$ cat src/rtl/cpu_pkg.sv
// -----------------------------------------------------------------------------
// cpu_pkg
// Shared definitions for the instruction fetch path: address/word widths,
// reset vector, fetch control state encoding and a PC increment helper.
// -----------------------------------------------------------------------------
package cpu_pkg;

    localparam int PC_W  = 16;
    localparam int INS_W = 16;

    localparam logic [PC_W-1:0] RESET_VECTOR = 16'h0000;

    typedef enum logic [1:0] {
        ST_RUN   = 2'd0,
        ST_STALL = 2'd1,
        ST_HOLD  = 2'd2
    } fetch_state_e;

    // Sequential fetch address; wraps 16'hFFFF -> 16'h0000 naturally.
    function automatic logic [PC_W-1:0] pc_incr(input logic [PC_W-1:0] pc);
        return pc + PC_W'(1);
    endfunction

endpackage

$ cat src/rtl/fetch_queue.sv
// -----------------------------------------------------------------------------
// fetch_queue
// DEPTH-entry synchronous FIFO holding {pc, word} pairs between the fetch
// stage and decode. The head is presented combinationally from registered
// storage and reads as zero while the queue is empty.
//
// Ports:
//   clk, rst_n   clock, asynchronous active-low reset
//   flush        drop all entries (wins over push/pop)
//   push         write {push_pc, push_data} at the tail
//   pop          retire the head entry
//   push_pc      PC of the word being written
//   push_data    word being written
//   head_valid   queue not empty
//   head_pc      PC of the head entry (0 when empty)
//   head_data    word at the head (0 when empty)
//   count        number of occupied entries
// -----------------------------------------------------------------------------
module fetch_queue
    import cpu_pkg::*;
#(
    parameter int WIDTH = INS_W,
    parameter int DEPTH = 2
) (
    input  logic                     clk,
    input  logic                     rst_n,
    input  logic                     flush,
    input  logic                     push,
    input  logic                     pop,
    input  logic [PC_W-1:0]          push_pc,
    input  logic [WIDTH-1:0]         push_data,
    output logic                     head_valid,
    output logic [PC_W-1:0]          head_pc,
    output logic [WIDTH-1:0]         head_data,
    output logic [$clog2(DEPTH):0]   count
);

    localparam int PTR_W = $clog2(DEPTH);
    localparam int CNT_W = PTR_W + 1;
    localparam logic [CNT_W-1:0] FULL_COUNT = CNT_W'(DEPTH);

    logic [PC_W-1:0]  pc_mem   [DEPTH];
    logic [WIDTH-1:0] data_mem [DEPTH];

    logic [PTR_W-1:0] rd_ptr;
    logic [PTR_W-1:0] wr_ptr;

    logic             empty;
    logic             full;
    logic             do_pop;
    logic             do_push;

    assign empty   = (count == '0);
    assign full    = (count == FULL_COUNT);
    assign do_pop  = pop & ~flush & ~empty;
    // A push into a full queue is only legal when the head leaves this cycle.
    assign do_push = push & ~flush & (~full | do_pop);

    always_ff @(posedge clk or negedge rst_n) begin
        if (!rst_n) begin
            rd_ptr <= '0;
            wr_ptr <= '0;
            count  <= '0;
        end else if (flush) begin
            rd_ptr <= '0;
            wr_ptr <= '0;
            count  <= '0;
        end else begin
            if (do_push) begin
                wr_ptr <= wr_ptr + PTR_W'(1);
            end
            if (do_pop) begin
                rd_ptr <= rd_ptr + PTR_W'(1);
            end
            case ({do_push, do_pop})
                2'b10:   count <= count + CNT_W'(1);
                2'b01:   count <= count - CNT_W'(1);
                default: count <= count;
            endcase
        end
    end

    // Storage needs no reset: entries are only visible while count covers them.
    always_ff @(posedge clk) begin
        if (do_push) begin
            pc_mem[wr_ptr]   <= push_pc;
            data_mem[wr_ptr] <= push_data;
        end
    end

    assign head_valid = ~empty;
    assign head_pc    = empty ? '0 : pc_mem[rd_ptr];
    assign head_data  = empty ? '0 : data_mem[rd_ptr];

endmodule

$ cat src/rtl/fetch_sequencer.sv
// -----------------------------------------------------------------------------
// fetch_sequencer
// Instruction fetch controller for a zero-latency combinational ROM. Owns the
// program counter, fetches one word per cycle into fetch_queue and hands words
// to decode over a valid/ready handshake. Supports branch redirect (flushes the
// queue, highest priority) and a halt level that freezes fetching while the
// queue keeps draining.
//
// Ports:
//   clk, rst_n      clock, asynchronous active-low reset
//   imem_add        ROM address (the pc register)
//   imem_data       ROM word for imem_add, same cycle
//   redirect_valid  one-cycle request to load redirect_pc
//   redirect_pc     redirect target
//   halt            level; no fetches while high
//   ins_valid       head of queue valid
//   ins_ready       decode accepts the head
//   ins_data        head word (0 when empty)
//   ins_pc          PC of head word (0 when empty)
//   q_count         occupied queue entries
//
// Control state (observability only; datapath follows push/pop rules):
//   state    | meaning
//   ---------+-------------------------------------------
//   ST_RUN   | fetching normally
//   ST_STALL | queue full and head not taken, pc held
//   ST_HOLD  | halt asserted, no fetches
// -----------------------------------------------------------------------------
module fetch_sequencer
    import cpu_pkg::*;
#(
    parameter int              WIDTH    = INS_W,
    parameter int              DEPTH    = 2,
    parameter logic [PC_W-1:0] RESET_PC = RESET_VECTOR
) (
    input  logic                     clk,
    input  logic                     rst_n,
    output logic [PC_W-1:0]          imem_add,
    input  logic [WIDTH-1:0]         imem_data,
    input  logic                     redirect_valid,
    input  logic [PC_W-1:0]          redirect_pc,
    input  logic                     halt,
    output logic                     ins_valid,
    input  logic                     ins_ready,
    output logic [WIDTH-1:0]         ins_data,
    output logic [PC_W-1:0]          ins_pc,
    output logic [$clog2(DEPTH):0]   q_count
);

    localparam int CNT_W = $clog2(DEPTH) + 1;
    localparam logic [CNT_W-1:0] FULL_COUNT = CNT_W'(DEPTH);

    logic [PC_W-1:0] pc;
    fetch_state_e    state;

    logic            pop;
    logic            q_pop;
    logic            push;
    logic            full;
    logic            stall_cond;

    assign imem_add = pc;

    assign full  = (q_count == FULL_COUNT);
    assign pop   = ins_valid & ins_ready;
    // Redirect flushes rather than retires, so the head is not consumed.
    assign q_pop = pop & ~redirect_valid;
    assign push  = ~redirect_valid & ~halt & (~full | pop);

    assign stall_cond = full & ~pop & ~redirect_valid;

    fetch_queue #(
        .WIDTH (WIDTH),
        .DEPTH (DEPTH)
    ) u_fetch_queue (
        .clk        (clk),
        .rst_n      (rst_n),
        .flush      (redirect_valid),
        .push       (push),
        .pop        (q_pop),
        .push_pc    (pc),
        .push_data  (imem_data),
        .head_valid (ins_valid),
        .head_pc    (ins_pc),
        .head_data  (ins_data),
        .count      (q_count)
    );

    always_ff @(posedge clk or negedge rst_n) begin
        if (!rst_n) begin
            pc <= RESET_PC;
        end else if (redirect_valid) begin
            pc <= redirect_pc;
        end else if (push) begin
            pc <= pc_incr(pc);
        end
    end

    always_ff @(posedge clk or negedge rst_n) begin
        if (!rst_n) begin
            state <= ST_RUN;
        end else begin
            case (state)
                ST_RUN: begin
                    if (halt) begin
                        state <= ST_HOLD;
                    end else if (stall_cond) begin
                        state <= ST_STALL;
                    end
                end
                ST_STALL: begin
                    if (halt) begin
                        state <= ST_HOLD;
                    end else if (!stall_cond) begin
                        state <= ST_RUN;
                    end
                end
                ST_HOLD: begin
                    if (!halt) begin
                        state <= stall_cond ? ST_STALL : ST_RUN;
                    end
                end
                default: state <= ST_RUN;
            endcase
        end
    end

endmodule
$ cat config.mk
export PLATFORM = sky130hd
export DESIGN_NAME = fetch_sequencer
export DESIGN_NICKNAME = d
export VERILOG_FILES = /design/src/rtl/cpu_pkg.sv /design/src/rtl/fetch_queue.sv /design/src/rtl/fetch_sequencer.sv
export SDC_FILE = /design/constraint.sdc
export NUM_CORES = 1
export LEC_CHECK = 0
export ABC_CLOCK_PERIOD_IN_PS = 7750
export CAP_MARGIN = 30
export CELL_PAD_IN_SITES_DETAIL_PLACEMENT = 1
export CELL_PAD_IN_SITES_GLOBAL_PLACEMENT = 1
export CORE_ASPECT_RATIO = 0.7
export CORE_MARGIN = 3
export CORE_UTILIZATION = 42
export DETAILED_ROUTE_END_ITERATION = 12
export HOLD_SLACK_MARGIN = 0.02
export PLACE_DENSITY = 0.85
export SETUP_SLACK_MARGIN = 0.02
export SYNTH_ARGS = -nofsm -noshare
export SYNTH_HDL_FRONTEND = slang
export SYNTH_SLANG_ARGS = --single-unit
$ cat constraint.sdc
create_clock -name clk -period 7.75 [get_ports clk]
set_input_delay 1.1625 -clock clk [delete_from_list [all_inputs] [get_ports clk]]
set_output_delay 1.1625 -clock clk [all_outputs]
set_load 0.02 [all_outputs]
==> metrics.md <==
| Metric | Value |
|---|---|
| Outcome | completed |
| TNS Setup | 0 ns |
| DR iter-0 viols | ~180 |
| TritonCTS Buffers | 9 |
| Clk buf depth | 2 |
| RSZ-0062 raised after global routing | false |
| Max cap viols | 0 |
| Root Buffer | clkbuf_16 |
| H-tree Lvls | 3 |
| Area delta synth->final | 35.8% |
| Largest net degree at the start of global routing | 34 |
| WHS | 0.552 ns |
| Final wirelength | 9.32 mm |
| Hold Violations, Final | 0 |
| Period utilisation layout | around 45% |
| GR Util All Layers | roughly a fifth |
| P_leak | about 0.0017 uW |
| Final setup viols | 0 |
| Gr busiest metal | met2 |
| Layout Skew | around 0.0086 ns |
| Clk Latency, worst-skew pair | 0.33 ns |
| Routability congestion estimate | 0.807 |
| Ports | 88 |
| Final period demand of the worst path | roughly 3.5 ns |
| Met2 Resource Use GR | 33.1% |
| Final nets | roughly 400 |
| Post-synthesis register bit count | 84 |
| Met3 usage | 5.32% |
| Worst setup SP type | flop |
| Sequential area share after synthesis | between 60% and 70% |
| M1 GR Usage | 25.7% |
| Critical Path Fanout Max | 33 |
| # rows | 27 |
| Grt ovf | 0 |
| Synth Net Count | between 300 and 400 |
| Top-count cell post-synth | edfxtp_1 |
| Max Transition Viols Final | 0 |
| Worst rel slew slack | between 30% and 40% |
| Ys flop type | edfxtp_1 |
| Antenna-violating nets left | 0 |
| CTS tree | yes |
| # DRC | 0 |
| Setup ws final | about 4.2 ns |
| Synth area leader | edfxtp_1 |
| Chip height | about 83 um |
| Top cells by area, synth | edfxtp_1 (54%), dfrtp_1 (14%), mux2i_1 (9.2%) |
| Final instance area | 4860 um2 |
| Worst hold path type | reg2reg |
| Critical Path Sink Type | output pin |
| Post-synth top cells | edfxtp_1 (64), nor2_1 (47), mux2i_1 (33), dfrtp_1 (20), nand2_1 (17) |
| HPWL after detailed placement | just over 6 mm |
| WL per Instance | 19.9 um |
| Worst IR drop on VDD | between 0.1 and 0.15 mV |
| Mapped cell area | 3580 um2 |
| First-pass GRT wire length | between 10 and 15 mm |
| Hold Startpoint | imem_add[15] |
| Fmax | about 290 MHz |
| Area post-placement | roughly 4600 um2 |
| Yosys top cell area share | between 50% and 60% |
| Antenna violations before repair | 0 |
| Clock Sinks | 84 |
| CP Data Required Time | between 6 and 7 ns |
| Die area | 9690 um2 |
| Critical path class | reg2out |
| Cts repair resizes | 0 |
| Vias in the first global route | 2,758 |
| DR pass1 iterations | 4 |
| Port bufs | a little under 90 |
| R2r startpoint | u_fetch_queue.count[1] |
| Critical Path AT | around 2.3 ns |
| Clock-pin slew on the worst setup and hold paths | approximately 0.06 ns |
| Diode count | 0 |
| Crit path from | u_fetch_queue.rd_ptr |
| Share of layout cells above drive strength 1 | approximately 7.6% |
| Syn Area/Cell | ~13 um2 |
| Synth Warn # | 0 |
| Library cells used by synthesis | 37 |
| Post-synth ARST share | a little under a quarter |
| Worst-margin pin slew | 0.963 ns |
| Post-synth EDFFs | 64 |
| Post-Place Setup Slack | ~4 ns |
| Initial Util | ~44% |
| Vias | approximately 2.5k |
| Die Width | 116 um |
| Vias per cell | roughly 5.4 |
| Pwr dens | around 230 nW/um2 |
| Setup bufs post-CTS | 0 |
| Cts hold-fix bufs | 0 |
| Syn Inst Count | around 270 |
| Pwr Total | between 1000 and 1500 uW |
| CORE AREA | 8070 um2 |
==> final timing paths <==
path	end	slack [ns]	cells past startpoint
worst max register to register	u_fetch_queue.pc_mem[1][9]	5.25	3
worst max-delay path	ins_pc[1]	4.25	3
worst min register to register	u_fetch_queue.pc_mem[0][15]	0.55	0
min in group asynchronous	imem_add[8]	1.19	1
max in group asynchronous	u_fetch_queue.rd_ptr	6.04	2
worst min-delay path	u_fetch_queue.pc_mem[0][15]	0.55	0
==> where the power goes <==
| part | total (uW) | switching, uW | internal [uW] |
|---|---|---|---|
| registers | 549 | 34.9 | 514 |
| logic | 164 | 83.0 | 81.3 |
| clock network | 388 | 170 | 218 |
| total | 1100 | 288 | 813 |
==> critical path: stages, from the launching register on <==
cell	delay [ns]
dfrtp_2	1.00
mux2i_1	0.17
nor2_1	0.19
clkdlybuf4s50_1	0.63
==> stage by stage <==
step | utilization, % | std cells
after detailed placement | 56.4 | 451
final | 60.3 | 468
after global placement | 56.4 | 451
after floorplan | - | 274
after CTS | 59.8 | 466
after global routing | 60.3 | 468
==> kinds of logic (layout without fill, tap and decap cells) <==
logic type / count (synthesis) / in the layout / share of synthesized area [%]
simple gates: 97 / 97 / 13.1
compound gates: 27 / 27 / 4.61
xor+xnor: 11 / 11 / 2.69
mux: 33 / 33 / 9.22
flops: 84 / 84 / 67.6
fa+ha+maj: 1 / 1 / 0.349
buf+inv: 21 / 114 / 2.38
==> area by class of cell <==
type | count | area, um2
fillers | 825 | 3210
flip-flops and latches | 84 | 2420
multi-input cells | 169 | 1080
repair buffers | 91 | 925
clock buffers | 9 | 225
well taps | 101 | 126
clock inverters | 6 | 50.0
inverters | 8 | 30.0
==> sequential cells by signal, summed over array words and instances (netlist names) <==
| register | cells |
|---|---|
| u_fetch_queue.wr_ptr | 1 |
| u_fetch_queue.pc_mem | 32 |
| u_fetch_queue.data_mem | 32 |
| u_fetch_queue.count | 2 |
| u_fetch_queue.rd_ptr | 1 |
| imem_add | 16 |
==> placed cells by master (no fill, tap or decap), types with 7 or more instances in the layout <==
cell type        synthesis  routed
clkdlybuf4s50_1          0      87
dfrtp_1                 20      19
inv_1                    7       7
xnor2_1                 10      10
mux2i_1                 33      33
edfxtp_1                64      64
nor2_1                  47      46
nand2_1                 17      17
clkbuf_16                0       9
o21ai_0                 12      12
==> metal layers <==
layer  share of wire [%]  up-vias
met4                 1.4        0
met1                  42     1254
met3                 6.7       16
met2                  50      100
met5                   0        -
li1                    -     1169
Note: power is estimated with default switching activity, not from simulation.
